### src/rtl/axis_s_rx_buffer_pkg.sv
// Shared types and width helpers for the AXI-Stream receive buffer.
package axis_s_pkg;

  localparam int DEF_DATA_W = 8;

  typedef enum logic [1:0] {
    IDLE = 2'd0,
    RECV = 2'd1,
    OVER = 2'd2
  } rx_state_t;

  // Bits needed to hold any value in 0..n
  function automatic int cnt_w(input int n);
    return $clog2(n + 1);
  endfunction

endpackage

### src/rtl/axis_s_rx_buffer_if.sv
// AXI-Stream beat bus between a stream master and the receive buffer.
interface axis_s_if
  import axis_s_pkg::*;
#(
  parameter int DATA_W = DEF_DATA_W
);
  logic [DATA_W-1:0] tdata;
  logic              tvalid;
  logic              tlast;
  logic              tready;

  modport master (output tdata, output tvalid, output tlast, input tready);
  modport slave  (input tdata, input tvalid, input tlast, output tready);
endinterface

### src/rtl/axis_s_rx_buffer_fifo.sv
// Generic first-word-fall-through synchronous FIFO; head word is read straight from storage.
module axis_s_fifo
  import axis_s_pkg::*;
#(
  parameter int WIDTH = 9,
  parameter int DEPTH = 8
) (
  input  logic                    clk,
  input  logic                    areset,
  input  logic                    wr_en,
  input  logic [WIDTH-1:0]        wr_data,
  input  logic                    rd_en,
  output logic [WIDTH-1:0]        head,
  output logic                    full,
  output logic                    empty,
  output logic [cnt_w(DEPTH)-1:0] count
);
  localparam int AW = $clog2(DEPTH);
  localparam int CW = cnt_w(DEPTH);

  logic [WIDTH-1:0] mem [DEPTH];
  logic [AW-1:0]    wr_ptr;
  logic [AW-1:0]    rd_ptr;
  logic             push;
  logic             pop;

  assign full  = (count == CW'(DEPTH));
  assign empty = (count == '0);
  assign push  = wr_en && !full;
  assign pop   = rd_en && !empty;
  assign head  = mem[rd_ptr];

  // Storage carries no reset; only occupancy tracking is cleared
  always_ff @(posedge clk) begin
    if (push) mem[wr_ptr] <= wr_data;
  end

  always_ff @(posedge clk or posedge areset) begin
    if (areset) begin
      wr_ptr <= '0;
      rd_ptr <= '0;
      count  <= '0;
    end else begin
      if (push) wr_ptr <= wr_ptr + 1'b1;
      if (pop)  rd_ptr <= rd_ptr + 1'b1;
      case ({push, pop})
        2'b10:   count <= count + 1'b1;
        2'b01:   count <= count - 1'b1;
        default: count <= count;
      endcase
    end
  end
endmodule

### src/rtl/axis_s_rx_buffer.sv
// AXI-Stream slave endpoint: buffers beats in a FWFT FIFO, tracks packet framing and length errors.
module axis_s_rx_buffer
  import axis_s_pkg::*;
#(
  parameter int DATA_W      = DEF_DATA_W,
  parameter int DEPTH       = 8,
  parameter int MAX_PKT_LEN = 4
) (
  input  logic                  clk,
  input  logic                  areset,
  axis_s_if.slave               s_axis,
  input  logic                  rd_en,
  output logic [DATA_W-1:0]     dout,
  output logic                  dout_last,
  output logic                  dout_valid,
  output logic [$clog2(DEPTH):0] fifo_count,
  output logic [7:0]            pkt_count,
  output logic                  len_err
);
  localparam int BW = cnt_w(MAX_PKT_LEN + 1);
  localparam logic [BW-1:0] BEAT_MAX = BW'(MAX_PKT_LEN);
  localparam logic [BW-1:0] BEAT_SAT = BW'(MAX_PKT_LEN + 1);

  rx_state_t     state;
  logic [BW-1:0] beat_cnt;
  logic          full;
  logic          empty;
  logic          accept;

  // tready comes from registered occupancy only, never from tvalid
  assign s_axis.tready = !areset && !full;
  assign accept        = s_axis.tvalid && s_axis.tready;
  assign dout_valid    = !empty;

  axis_s_fifo #(
    .WIDTH (DATA_W + 1),
    .DEPTH (DEPTH)
  ) u_fifo (
    .clk     (clk),
    .areset  (areset),
    .wr_en   (accept),
    .wr_data ({s_axis.tlast, s_axis.tdata}),
    .rd_en   (rd_en),
    .head    ({dout_last, dout}),
    .full    (full),
    .empty   (empty),
    .count   (fifo_count)
  );

  always_ff @(posedge clk or posedge areset) begin
    if (areset) begin
      state     <= IDLE;
      beat_cnt  <= '0;
      pkt_count <= '0;
      len_err   <= 1'b0;
    end else if (accept) begin
      if (s_axis.tlast) begin
        // A closing beat can itself be the one that overruns the limit
        if (state == RECV && beat_cnt == BEAT_MAX) len_err <= 1'b1;
        pkt_count <= pkt_count + 1'b1;
        beat_cnt  <= '0;
        state     <= IDLE;
      end else begin
        case (state)
          IDLE: begin
            beat_cnt <= BW'(1);
            state    <= RECV;
          end
          RECV: begin
            if (beat_cnt == BEAT_MAX) begin
              len_err  <= 1'b1;
              beat_cnt <= BEAT_SAT;
              state    <= OVER;
            end else begin
              beat_cnt <= beat_cnt + 1'b1;
            end
          end
          OVER:    beat_cnt <= BEAT_SAT;
          default: state    <= IDLE;
        endcase
      end
    end
  end
endmodule

### src/flat_wrapper.sv
// flat-port wrapper written by rule: the top's interface ports become plain ports
module axis_s_rx_buffer_flat import axis_s_pkg::*;
#(
  parameter int DATA_W      = DEF_DATA_W,
  parameter int DEPTH       = 8,
  parameter int MAX_PKT_LEN = 4
)
  (clk, areset, rd_en, dout, dout_last, dout_valid, fifo_count, pkt_count, len_err, s_axis_tdata, s_axis_tvalid, s_axis_tlast, s_axis_tready);
  axis_s_if #(.DATA_W(DATA_W)) s_axis_i ();
  input  logic clk;
  input  logic areset;
  input  logic rd_en;
  output logic [DATA_W-1:0] dout;
  output logic dout_last;
  output logic dout_valid;
  output logic [$clog2(DEPTH):0] fifo_count;
  output logic [7:0] pkt_count;
  output logic len_err;
  input wire logic [$bits(s_axis_i.tdata)-1:0] s_axis_tdata;
  input wire logic [$bits(s_axis_i.tvalid)-1:0] s_axis_tvalid;
  input wire logic [$bits(s_axis_i.tlast)-1:0] s_axis_tlast;
  output wire logic [$bits(s_axis_i.tready)-1:0] s_axis_tready;
  assign s_axis_i.tdata = s_axis_tdata;
  assign s_axis_i.tvalid = s_axis_tvalid;
  assign s_axis_i.tlast = s_axis_tlast;
  assign s_axis_tready = s_axis_i.tready;
  axis_s_rx_buffer #(.DATA_W(DATA_W), .DEPTH(DEPTH), .MAX_PKT_LEN(MAX_PKT_LEN)) u_core (.clk(clk), .areset(areset), .s_axis(s_axis_i), .rd_en(rd_en), .dout(dout), .dout_last(dout_last), .dout_valid(dout_valid), .fifo_count(fifo_count), .pkt_count(pkt_count), .len_err(len_err));
endmodule
### config.mk
export PLATFORM = sky130hd
export DESIGN_NAME = axis_s_rx_buffer_flat
export DESIGN_NICKNAME = d
export VERILOG_FILES = /design/src/rtl/axis_s_rx_buffer_pkg.sv /design/src/rtl/axis_s_rx_buffer_if.sv /design/src/rtl/axis_s_rx_buffer_fifo.sv /design/src/rtl/axis_s_rx_buffer.sv /design/src/flat_wrapper.sv
export SDC_FILE = /design/constraint.sdc
export NUM_CORES = 1
export LEC_CHECK = 0
export ABC_AREA = 1
export CAP_MARGIN = 0
export CORE_MARGIN = 4
export CORE_UTILIZATION = 34
export CTS_CLUSTER_DIAMETER = 150
export DETAILED_ROUTE_END_ITERATION = 8
export HOLD_SLACK_MARGIN = 0.1
export PLACE_DENSITY_LB_ADDON = 0.2
export SLEW_MARGIN = 20
export SYNTH_ARGS = -nofsm -noshare
export SYNTH_HDL_FRONTEND = slang
export SYNTH_SLANG_ARGS = --single-unit
export TNS_END_PERCENT = 10
### constraint.sdc
create_clock -name clk -period 2.8 [get_ports clk]
set_input_delay 0.7 -clock clk [delete_from_list [all_inputs] [get_ports clk]]
set_output_delay 0.7 -clock clk [all_outputs]
set_load 0.05 [all_outputs]
; Word-level counts from Yosys, hierarchy flattened
; Memories as Yosys holds them, arrays and structs flattened.
; Cells that the tools add are included.
[word_totals]
register_bits = 24
latch_bits = 0
mem_bits_rw = 72
rom_bits = 0
input_bits = 13
output_inout_bits = 24
word_cells = 54
mem_count = 1
[mem_list]
columns = name, depth, word_bits, rd, rd_clocked_by_memory_dff, write_ports, line
row1 = u_core.u_fifo.mem, 8, 9, 1, 0, 1, axis_s_rx_buffer_fifo.sv:21  ; logic [WIDTH-1:0] mem [DEPTH];
[op_classes]
n_addsub = 6
n_mul = 0
n_div = 0
n_lt_le_gt_ge = 0
eq_ne = 9
n_shift = 0
mux = 13
bitwise = 0
reduce_logical = 18
[ops]
columns = cell, count
row1 = adder 3 x 1 -> 3 bit (second input constant), 3
row2 = one-hot mux 3 bit (3 select lines), 1
row3 = adder 8 x 1 -> 8 bit (second input constant), 1
row4 = one-hot mux 4 bit (2 select lines), 1
row5 = two-way mux 1 bit, 6
row6 = two-way mux 3 bit, 2
row7 = one-hot mux 2 bit (3 select lines), 1
row8 = nonzero test 2 bit, 3
row9 = logical AND 1 bit, 5
row10 = adder 4 x 1 -> 4 bit (second input constant), 1
row11 = equality test 2 x 1 -> 1 bit (second input constant), 2
row12 = equality test 2 bit (second input constant), 2
row13 = equality test 4 bit (second input constant), 1
row14 = logical NOT 4 bit, 1
row15 = two-way mux 2 bit, 2
row16 = AND reduction 2 bit, 2
row17 = AND reduction 4 bit, 1
row18 = nonzero test 4 bit, 1
row19 = subtractor 4 x 1 -> 4 bit (second input constant), 1
row20 = equality test 3 bit (second input constant), 1
row21 = logical NOT 1 bit, 3
row22 = inequality test 3 bit (second input constant), 1
row23 = AND reduction 3 bit, 1
row24 = logical NOT 2 bit, 1
row25 = other kinds (2), 2

; Longest topological paths before layout
; Gate-level depths: netlist (run 1).
[logic_depth]
word_depth = 7
mapped_depth = 11

; Modules after synthesis
; Synthesis (run 1) repeated with hierarchy kept, for this count alone.
[unflattened]
hier_cells = 505
hier_area_um2 = 4642.0
[by_module_without_submodules]
columns = module, n_inst, cells_each, area_each_um2, seq_area_each_um2
row1 = axis_s_fifo, 1, 392, 3759.9, 2412.3
row2 = axis_s_rx_buffer, 1, 113, 882.1, 350.3

; Worst setup path before layout (run 1)
; No wires, ideal clock.
[synth_timing]
path_kind = in2reg
from = input port areset
to = register u_core.u_fifo.count[3]
setup_time_ns = 0.118
arrival_ns = 2.675
slack_ns = 0.007
path_stages = 10
n_path_buf = 1
path_cell_list = inv_1 > nand3_4 > buf_2 > ha_1 > ha_1 > a21oi_1 > nand2_1 > xnor2_1 > nand2_1 > nand2_1
[synth_via]
elab_chain_len = 6
elab_cells_between_ends = 8
classes_between = eq/ne (2) / mux (1) / reduce/logical (5)
[synth_lines]
columns = item, line
row1 = from (decl), flat_wrapper.sv:11  ; input logic areset;
row2 = logical NOT 1 bit (no source line) *, n/a
row3 = logical AND 1 bit *, axis_s_rx_buffer.sv:31  ; assign s_axis.tready = !areset && !full;
row4 = logical AND 1 bit *, axis_s_rx_buffer.sv:32  ; assign accept = s_axis.tvalid && s_axis.tready;
row5 = logical AND 1 bit *, axis_s_rx_buffer_fifo.sv:29  ; assign push = wr_en && !full;
row6 = equality test 2 x 1 -> 1 bit / equality test 2 bit (equally long branches), axis_s_rx_buffer_fifo.sv:46  ; case ({push, pop})
row7 = one-hot mux 4 bit (2 select lines) / nonzero test 2 bit (equally long branches), n/a
row8 = to (signal assigned), axis_s_rx_buffer_fifo.sv:47  ; 2'b10: count <= count + 1'b1;
row9 = to (signal assigned), axis_s_rx_buffer_fifo.sv:48  ; 2'b01: count <= count - 1'b1;
row10 = to (signal assigned), axis_s_rx_buffer_fifo.sv:49  ; default: count <= count;
row11 = to (decl), axis_s_rx_buffer_fifo.sv:16  ; output logic [cnt_w(DEPTH)-1:0] count
; Mark *: on every way between the ends. The rest lies on a longest branch, timed or not.
; A chain may end at the register's enable or synchronous reset.

; Worst setup path after layout (run 1)
[layout_timing]
from = register u_core.u_fifo.rd_ptr[1]
to = output port dout[1]
[layout_via]
elab_chain_len = 1
[layout_lines]
columns = item, line
row1 = from (decl), axis_s_rx_buffer_fifo.sv:23  ; logic [AW-1:0] rd_ptr;
row2 = from (signal assigned), axis_s_rx_buffer_fifo.sv:45  ; if (pop) rd_ptr <= rd_ptr + 1'b1;
row3 = memory (8 x 9 bit), n/a
row4 = to (decl), flat_wrapper.sv:13  ; output logic [DATA_W-1:0] dout;
; Every way passes these cells.

==> flow_summary.ini, run 1 <==
[outcome]
status = finished, final reports clean

[critical_path]
reg2reg_slack_ns = 0.68
r2r_end = u_core.u_fifo.count[3]$_DFFE_PP0P_
worstRegToRegCells = 11
critical_path.endpoint_type = output pin
crit_required_ns = 2.10
worst_setup_path_start_kind = flop
critical_path_arrival_ns = 1.84
startpoint = u_core.u_fifo.rd_ptr[1]$_DFFE_PP0P_
worst-setup-path-type = flop to output pin
worst-path-max-fanout = 36
worstReg2RegStart = u_core.u_fifo.count[0]$_DFFE_PP0P_
crit_path_end = dout[1]

[detailed_routing]
drt_first_iter_violations = 191
drt_wl_total_um = 9210
ant_nets = 0
dr_total_vias = 2925
wl_per_instance_um = 14.6
detailedRoute.firstPassIterationCount = 6
number_of_remaining_drc_errors = 0
drt-vias-per-instance = 4.65

[clocking]
tritoncts = yes
cts.path.max_buffers = 2
cts-hold-fix-buffers = 0
clock_sink_count = 96
clk_root_buffer_cell = sky130_fd_sc_hd__clkbuf_16
clock_latency_ns = 0.34
cts.htree.levels = 3
clk_pin_slew_ns = 0.06
cts_buffers = 9

[finish]
layout-area-overhead-vs-synth_pct = 21.0
antenna_cells = 0
post_layout_nonfiller_instances = 629
final_nets = 482
fillerInstances = 1201
post_route_cells_drive_above_1_share_pct = 10.8

[floorplanning]
die-area_um2 = 14500
design.portCount = 37
chipHeight_um = 120
floorplan.rows = 40
initial_utilization_pct = 35.2
core_um2 = 12200
fp.dieW_um = 120

[timing]
report.final.hold_viol_count = 0
totalNegativeSetupSlack_ns = 0
worst_slew_pin_slew_ns = 0.505
period_share_pct = 90.6
slew_viol_final = 0
fmax_mhz = 394
final-setup-viol-count = 0
grt_setup_unrepaired = false
shortest_clock_period_the_worst_path_allows_after_layout_ns = 2.54
slew_headroom_pct = 66.2
clock_skew_ns = 0.00583

[yosys]
synthesis.nets = 431
netlist_area_um2 = 4300
post_synth_edffs = 72
synth_top_area_share_pct = 50.3
synth_cell_types = 29
postSynth.asyncResetShare_pct = 25.0
postSynth.topFlopCell = sky130_fd_sc_hd__edfxtp_1
ys_seq_elements = 96
yosys-top-cells-area = sky130_fd_sc_hd__edfxtp_1 (50%), sky130_fd_sc_hd__dfrtp_1 (14%), sky130_fd_sc_hd__nand2_1 (7.1%)
synth_most_common_cell = sky130_fd_sc_hd__nand2_1
yosys_warnings = 0
avgSynthCellArea_um2 = 10.6
post_synth_top_area_cell = sky130_fd_sc_hd__edfxtp_1
yosysSeqAreaShare_pct = 64.3
synth_commonest_cells = sky130_fd_sc_hd__nand2_1 (81), sky130_fd_sc_hd__edfxtp_1 (72), sky130_fd_sc_hd__nor2_1 (60)
synthCells = 405

[power]
ir_worst_vdd_mv = 0.621
total_leakage_power_nw = 2.03
power_density_over_the_cells_nw_per_um2 = 1120
power_w = 0.00583

[global_routing]
globalRouteTotalUtil_pct = 13.7
grt_max_degree = 38
number_of_global_route_vias_before_repair = 3047
antenna_found_initial = 0
grt_pass1_wl_um = 15500
grt_overflow_total = 0

[flow_run]
maxCapViolCount = 0

[place]
number_of_buffer_cells_added_on_primary_ports = 36
place_congestion = 0.750
dp_hpwl_um = 5840
dp.cells = 613

[min_path]
min-delay-path-class = flop to flop
-- flip-flops by register name, summed over array words and instances, names as in the netlist --
register              flops
u_core.u_fifo.wr_ptr      3
u_core.u_fifo.count       4
u_core.pkt_count          8
u_core.len_err            1
u_core.u_fifo.rd_ptr      3
u_core.u_fifo.mem        72
u_core.state              2
u_core.beat_cnt           3
-- cell families after synthesis --
| group | share of synthesized area, % |
|---|---|
| flops | 64.3 |
| fa+ha+maj | 3.96 |
| compound gates | 8.53 |
| xor+xnor | 2.24 |
| buf+inv | 4.74 |
| simple gates | 16.3 |
-- cell usage in the layout, fill, tap and decap left out, drive strengths merged --
master / synthesis / final
nor2: 62 / 62
inv: 30 / 32
o21ai: 67 / 67
xnor2: 4 / 4
nor3: 8 / 8
buf: 11 / 28
dfrtp: 24 / 24
a31oi: 1 / 1
ha: 12 / 12
fa: 1 / 1
clkinvlp: 0 / 1
o21bai: 1 / 1
bufinv: 0 / 1
a21oi: 2 / 2
nand2: 81 / 81
edfxtp: 72 / 72
clkinv: 1 / 4
xor2: 7 / 7
clkdlybuf4s50: 0 / 26
nand3: 14 / 14
nand4: 4 / 4
clkbuf: 3 / 9
-- report_power, final --
group / internal, W / switching, W
registers: 0.00176 / 0.000194
logic: 0.000854 / 0.00182
clock network: 0.000692 / 0.000516
-- worst max-delay path, cell delays in order (launching register included) --
cell and delay, ns:
sky130_fd_sc_hd__dfrtp_1 0.38, sky130_fd_sc_hd__buf_4 0.37, sky130_fd_sc_hd__o21ai_0 0.13, sky130_fd_sc_hd__o21ai_0 0.22
sky130_fd_sc_hd__nand2_1 0.09, sky130_fd_sc_hd__nand2_1 0.09, sky130_fd_sc_hd__buf_4 0.20
-- through the flow --
step                setup slack (ns)  util (%)  instance area, µm²  hold WS [ns]
global placement               0.375      40.2                4900         0.470
global route                   0.115      42.6                5200         0.523
CTS                            0.131      42.6                5200         0.485
floorplan                    0.00701         -                4300         0.478
detailed placement             0.339      40.2                4900         0.465
finish                         0.263      42.6                5200         0.482
-- final cells by class --
class                   instances  area [µm²]  area share [%]
repair buffers                 54         483            9.29
clock inverters                 7        68.8            1.32
inverters                      31         119            2.29
clock buffers                   9         225            4.33
flip-flops and latches         96        2760            53.1
well taps                     168         210            4.04
multi-input cells             264        1330            25.6
-- repair_timing --
item	in CTS	in global routing
hold endpoints to repair	0	0
buffers inserted	0	0
resized for setup	0	2
endpoints found under the setup margin	0	1
-- routing by layer --
layer	GRT usage [%]	vias to the layer above	wire length, µm
met3	3.18	11	299
li1	-	1464	-
met1	17.8	1398	4340
met2	22.4	52	4430
met5	0	-	0
met4	5.03	0	140
-- how the worst min path moves through the flow --
stage                                   start                             end  slack (ns)  cells after the start
2_1_floorplan  u_core.beat_cnt[1]$_DFFE_PP0P_  u_core.beat_cnt[1]$_DFFE_PP0P_        0.48                      2
3_3_place_gp       u_core.len_err$_DFFE_PP0P_      u_core.len_err$_DFFE_PP0P_        0.47                      1
3_5_place_dp       u_core.len_err$_DFFE_PP0P_      u_core.len_err$_DFFE_PP0P_        0.47                      1
4_1_cts            u_core.len_err$_DFFE_PP0P_      u_core.len_err$_DFFE_PP0P_        0.48                      1
5_1_grt            u_core.len_err$_DFFE_PP0P_      u_core.len_err$_DFFE_PP0P_        0.52                      1
6_report           u_core.len_err$_DFFE_PP0P_      u_core.len_err$_DFFE_PP0P_        0.48                      1
(Power assumes the default switching activity.)
==> run 2, diff against run 1 <==
- ABC_CLOCK_PERIOD_IN_PS: not set -> 2800
- CORE_UTILIZATION: 34 -> 48
==> run 2 against run 1 <==
Against the previous run:
- utilization rose by 15 points
- highest routed layer unchanged
- via count increased by 0.65%
- worst setup slack lost 0.0071 ns
- clock-buffer cell count stayed put
- clock power decreased by 30%
- largest power group unchanged
- die area shrank 27%
- combinational power about the same
- clock skew increased by 0.0075 ns
- final cell count decreased by 9.7%
- sequential power about the same
- power is 6.8% lower
- non-clock buffer count is 1 lower
==> flow_summary.ini, run 2 (synthesis gave the netlist of run 1 again) <==
[flow_run]
maxCapViolCount = 0

[timing]
slew_headroom_pct = 66.5
totalNegativeSetupSlack_ns = 0
fmax_mhz = 393
report.final.hold_viol_count = 0
worst_slew_pin_slew_ns = 0.501
slew_viol_final = 0
hold_ws_ns = 0.485
clock_skew_ns = 0.0134
final-setup-viol-count = 0
period_share_pct = 90.9
grt_setup_unrepaired = false
shortest_clock_period_the_worst_path_allows_after_layout_ns = 2.54

[floorplanning]
chipHeight_um = 103
fp.dieW_um = 103
floorplan.rows = 34
die-area_um2 = 10500
initial_utilization_pct = 49.3
design.portCount = 37
core_um2 = 8720

[critical_path]
critical_path_arrival_ns = 1.84
worst_setup_path_start_kind = flop
critical_path.endpoint_type = output pin
crit_required_ns = 2.10
worst-path-max-fanout = 13
worst-setup-path-type = flop to output pin

[outcome]
status = finished, final reports clean

[global_routing]
grt_max_degree = 39
grt_overflow_total = 0
antenna_found_initial = 0
number_of_global_route_vias_before_repair = 2747
grt_pass1_wl_um = 13700
globalRouteTotalUtil_pct = 17.4

[detailed_routing]
detailedRoute.firstPassIterationCount = 4
drt_first_iter_violations = 101
drt_wl_total_um = 8500
number_of_remaining_drc_errors = 0
dr_total_vias = 2944
wl_per_instance_um = 15.0
ant_nets = 0
drt-vias-per-instance = 5.18

[finish]
registers_with_the_highest_flip_flop_counts = u_core.u_fifo.mem x72, u_core.pkt_count x8, u_core.u_fifo.count x4
fillerInstances = 722
max_ffs_per_register = 72
post_route_cells_drive_above_1_share_pct = 10.9
antenna_cells = 0
layout.cells.most_common_list = sky130_fd_sc_hd__nand2_1 (81), sky130_fd_sc_hd__edfxtp_1 (72), sky130_fd_sc_hd__nor2_1 (60), sky130_fd_sc_hd__o21ai_0 (57), sky130_fd_sc_hd__inv_1 (29)
final_nets = 481
max_flop_register = u_core.u_fifo.mem
layout.cells.most_common = sky130_fd_sc_hd__nand2_1
layout-area-overhead-vs-synth_pct = 16.4

[clocking]
cts_setup_buffers = 0
clock_latency_ns = 0.37
clk_root_buffer_cell = sky130_fd_sc_hd__clkbuf_8
cts_buffers = 9
clock_sink_count = 96
cts-hold-fix-buffers = 0
cts.htree.levels = 3
cts.path.max_buffers = 2
clk_pin_slew_ns = 0.10
cts-resized-gates = 0
tritoncts = yes

[power]
power.share.switching_pct = 45.7
switching_power_w = 0.00248
power_density_over_the_cells_nw_per_um2 = 1090
total_leakage_power_nw = 1.98
power.internal_w = 0.00295
ir_worst_vdd_mv = 0.646
sequentialPowerShare_pct = 35.8
combinational_power_share_pct = 48.7
share_clk_of_total_power_pct = 15.5

[min_path]
min-delay-path-class = flop to flop

[place]
number_of_buffer_cells_added_on_primary_ports = 36
dp_hpwl_um = 5500
place_congestion = 0.869
-- run 2: cell types whose count changed in the layout (fill, tap and decap cells not counted), sizes merged --
cell / change
clkinvlp: -1
inv: +2
buf: -1
bufinv: -1
-- run 2: power by group through the flow --
stage	logic [W]	clock network [W]	registers, W
global placement	0.00263	0	0.00197
finish	0.00265	0.000843	0.00195
detailed placement	0.00267	0	0.00197
global route	0.00291	0.000938	0.00198
floorplan	0.00166	0	0.00221
CTS	0.00268	0.000871	0.00194
-- run 2: critical path, cell delays in order (launching register included) --
cell and delay (ns):
sky130_fd_sc_hd__dfrtp_1 0.42, sky130_fd_sc_hd__inv_2 0.23, sky130_fd_sc_hd__buf_4 0.24, sky130_fd_sc_hd__nor2_1 0.05, sky130_fd_sc_hd__o21ai_0 0.16, sky130_fd_sc_hd__nand2_1 0.06
sky130_fd_sc_hd__nand2_1 0.11, sky130_fd_sc_hd__buf_4 0.22
-- run 2: per-layer routing --
layer / vias to the layer above / part of all wire [%] / global-route usage [%]
li1: 1472 / - / -
met1: 1410 / 44 / 22.1
met2: 51 / 50 / 29.5
met3: 11 / 3.8 / 3.59
met4: 0 / 1.8 / 6.36
met5: - / 0 / 0
-- run 2: final timing paths --
kind	end	startpoint	cells past startpoint	slack, ns
setup / recovery	dout[0]	u_core.u_fifo.rd_ptr[0]$_DFFE_PP0P_	7	0.26
hold / removal	u_core.len_err$_DFFE_PP0P_	u_core.len_err$_DFFE_PP0P_	1	0.49
setup reg to reg	u_core.u_fifo.count[3]$_DFFE_PP0P_	u_core.u_fifo.count[1]$_DFFE_PP0P_	11	0.72
hold reg to reg	u_core.len_err$_DFFE_PP0P_	u_core.len_err$_DFFE_PP0P_	1	0.49
max in group asynchronous	u_core.u_fifo.wr_ptr[2]$_DFFE_PP0P_	areset	3	1.72
min in group asynchronous	u_core.u_fifo.count[0]$_DFFE_PP0P_	areset	3	0.83
-- run 2: final cells by class --
cell class | instances | area, µm² | share of cell area (%)
sequential | 96 | 2760 | 55.2
multi-input combinational | 264 | 1330 | 26.6
timing repair buffer | 53 | 475 | 9.50
tap | 108 | 135 | 2.70
clock buffer | 9 | 124 | 2.47
inverter | 31 | 116 | 2.32
clock inverter | 7 | 60.1 | 1.20
-- run 2: through the flow --
| step | utilization (%) | setup WS, ns | total power, W | instance area [µm²] | cells |
|---|---|---|---|---|---|
| after global routing | 57.4 | 0.103 | 0.00582 | 5010 | 568 |
| final | 57.4 | 0.256 | 0.00544 | 5010 | 568 |
| after global placement | 55.3 | 0.330 | 0.00459 | 4820 | 552 |
| after CTS | 57.4 | 0.226 | 0.00549 | 5010 | 568 |
| after floorplan | - | 0.00701 | 0.00387 | 4300 | 405 |
| after detailed placement | 55.3 | 0.323 | 0.00464 | 4820 | 552 |
==> run 3, diff against run 2 <==
- CORE_UTILIZATION: 48 -> 45
- RECOVER_POWER: not set -> 25
==> run 3 against run 2 <==
Against the previous run:
- critical path type unchanged
- fmax up 1.4%
- largest power group unchanged
- via count shrank 1.3%
- routed wire length increased by 1.2%
- clock power decreased by 5.7%
- worst hold slack worse by 0.0042 ns
- highest routed layer unchanged
- die area grew 6.1%
- non-clock buffer count fell by 1
==> flow_summary.ini, run 3 (synthesis gave the netlist of run 1 again) <==
[power]
power_w = 0.00539
total_leakage_power_nw = 1.97
power_density_over_the_cells_nw_per_um2 = 1070
ir_worst_vdd_mv = 0.663

[detailed_routing]
dr_total_vias = 2907
drt-vias-per-instance = 4.94
drt_wl_total_um = 8600
number_of_remaining_drc_errors = 0
drt_first_iter_violations = 153
wl_per_instance_um = 14.6
detailedRoute.firstPassIterationCount = 4
ant_nets = 0

[place]
place_congestion = 0.812
number_of_buffer_cells_added_on_primary_ports = 36
placed_cell_area_um2 = 4850
dp_hpwl_um = 5630

[global_routing]
globalRouteTotalUtil_pct = 16.5
antenna_found_initial = 0
number_of_global_route_vias_before_repair = 2894
grt_overflow_total = 0
grt_max_degree = 37
grt_pass1_wl_um = 14400

[clocking]
cts-hold-fix-buffers = 0
tritoncts = yes
clock_sink_count = 96
clock_latency_ns = 0.35
clk_pin_slew_ns = 0.08
cts_setup_buffers = 0
cts-resized-gates = 0
cts.htree.levels = 3
cts_buffers = 9
clk_root_buffer_cell = sky130_fd_sc_hd__clkbuf_8
cts.path.max_buffers = 2

[timing]
final-setup-viol-count = 0
report.final.hold_viol_count = 0
hold_ws_ns = 0.481
worst_slew_pin_slew_ns = 0.531
totalNegativeSetupSlack_ns = 0
grt_setup_unrepaired = false
clock_skew_ns = 0.0107
shortest_clock_period_the_worst_path_allows_after_layout_ns = 2.51
slew_headroom_pct = 64.5
slew_viol_final = 0
fmax_mhz = 398
period_share_pct = 89.7

[floorplanning]
initial_utilization_pct = 46.3
chipHeight_um = 106
die-area_um2 = 11200
core_um2 = 9280
fp.dieW_um = 106
floorplan.rows = 35
design.portCount = 37

[finish]
max_ffs_per_register = 72
max_flop_register = u_core.u_fifo.mem
fillerInstances = 840
layout.cells.most_common_list = sky130_fd_sc_hd__nand2_1 (81), sky130_fd_sc_hd__edfxtp_1 (72), sky130_fd_sc_hd__nor2_1 (60), sky130_fd_sc_hd__o21ai_0 (57), sky130_fd_sc_hd__inv_1 (29)
post_route_cells_drive_above_1_share_pct = 10.5
registers_with_the_highest_flip_flop_counts = u_core.u_fifo.mem x72, u_core.pkt_count x8, u_core.u_fifo.count x4
finish.instance_area_um2 = 5020
antenna_cells = 0
layout.cells.most_common = sky130_fd_sc_hd__nand2_1
final_nets = 480
layout-area-overhead-vs-synth_pct = 16.9
final_core_utilization_pct = 54.1

[critical_path]
critical_path_arrival_ns = 1.81
crit_required_ns = 2.10
worst-path-max-fanout = 24
worst-setup-path-type = flop to output pin
worst_setup_path_start_kind = flop
worstReg2RegStart = u_core.u_fifo.count[1]$_DFFE_PP0P_
worstRegToRegCells = 11
critical_path.endpoint_type = output pin
r2r_end = u_core.u_fifo.count[3]$_DFFE_PP0P_
startpoint = u_core.u_fifo.rd_ptr[0]$_DFFE_PP0P_
reg2reg_slack_ns = 0.73
crit_path_end = dout[0]

[flow_run]
maxCapViolCount = 0

[outcome]
status = finished, final reports clean

[min_path]
min-delay-path-class = flop to flop
==> run 3: how the worst min path moves through the flow <==
stage / from / end / slack, ns / depth (start not counted)
after floorplan: u_core.beat_cnt[1]$_DFFE_PP0P_ / u_core.beat_cnt[1]$_DFFE_PP0P_ / 0.48 / 2
after global placement: u_core.len_err$_DFFE_PP0P_ / u_core.len_err$_DFFE_PP0P_ / 0.47 / 1
after detailed placement: u_core.len_err$_DFFE_PP0P_ / u_core.len_err$_DFFE_PP0P_ / 0.47 / 1
after CTS: u_core.len_err$_DFFE_PP0P_ / u_core.len_err$_DFFE_PP0P_ / 0.48 / 1
after global routing: u_core.len_err$_DFFE_PP0P_ / u_core.len_err$_DFFE_PP0P_ / 0.55 / 1
final: u_core.len_err$_DFFE_PP0P_ / u_core.len_err$_DFFE_PP0P_ / 0.48 / 1
==> run 3: final cells by class <==
cell class / count / area [µm²] / area share (%)
Inverter: 31 / 116 / 2.32
Clock inverter: 7 / 47.5 / 0.946
Tap cell: 129 / 161 / 3.21
Multi-Input combinational cell: 264 / 1330 / 26.5
Timing Repair Buffer: 52 / 480 / 9.56
Sequential cell: 96 / 2760 / 55.0
Clock buffer: 9 / 124 / 2.47
==> run 3: power by group <==
part           leakage [nW]  switching (W)  total (W)  internal [W]
clock                0.0870       0.000472   0.000795      0.000323
sequential            0.952       0.000185    0.00194       0.00176
combinational         0.930        0.00179    0.00265      0.000855
total                  1.97        0.00245    0.00539       0.00294
==> run 3: layer usage <==
metal  routed length (µm)  up-vias  track usage (%)
met5                    0        -                0
met2                 4230       69             28.0
li1                     -     1463                -
met3                  398        4             2.45
met4                   68        0             5.64
met1                 3900     1371             21.7
==> run 3: critical path, stage by stage, from the launching register on <==
cell and delay (ns):
sky130_fd_sc_hd__dfrtp_1 0.41, sky130_fd_sc_hd__inv_2 0.23, sky130_fd_sc_hd__buf_12 0.20, sky130_fd_sc_hd__nor2_1 0.04, sky130_fd_sc_hd__o21ai_0 0.21, sky130_fd_sc_hd__nand2_1 0.09
sky130_fd_sc_hd__nand2_1 0.08, sky130_fd_sc_hd__buf_4 0.19
==> run 3: per-stage QoR <==
stage                     setup slack, ns  std cells
after floorplan                   0.00701        405
after global placement              0.383        572
after detailed placement            0.330        572
after CTS                           0.245        588
after global routing               0.0988        588
final                               0.290        588
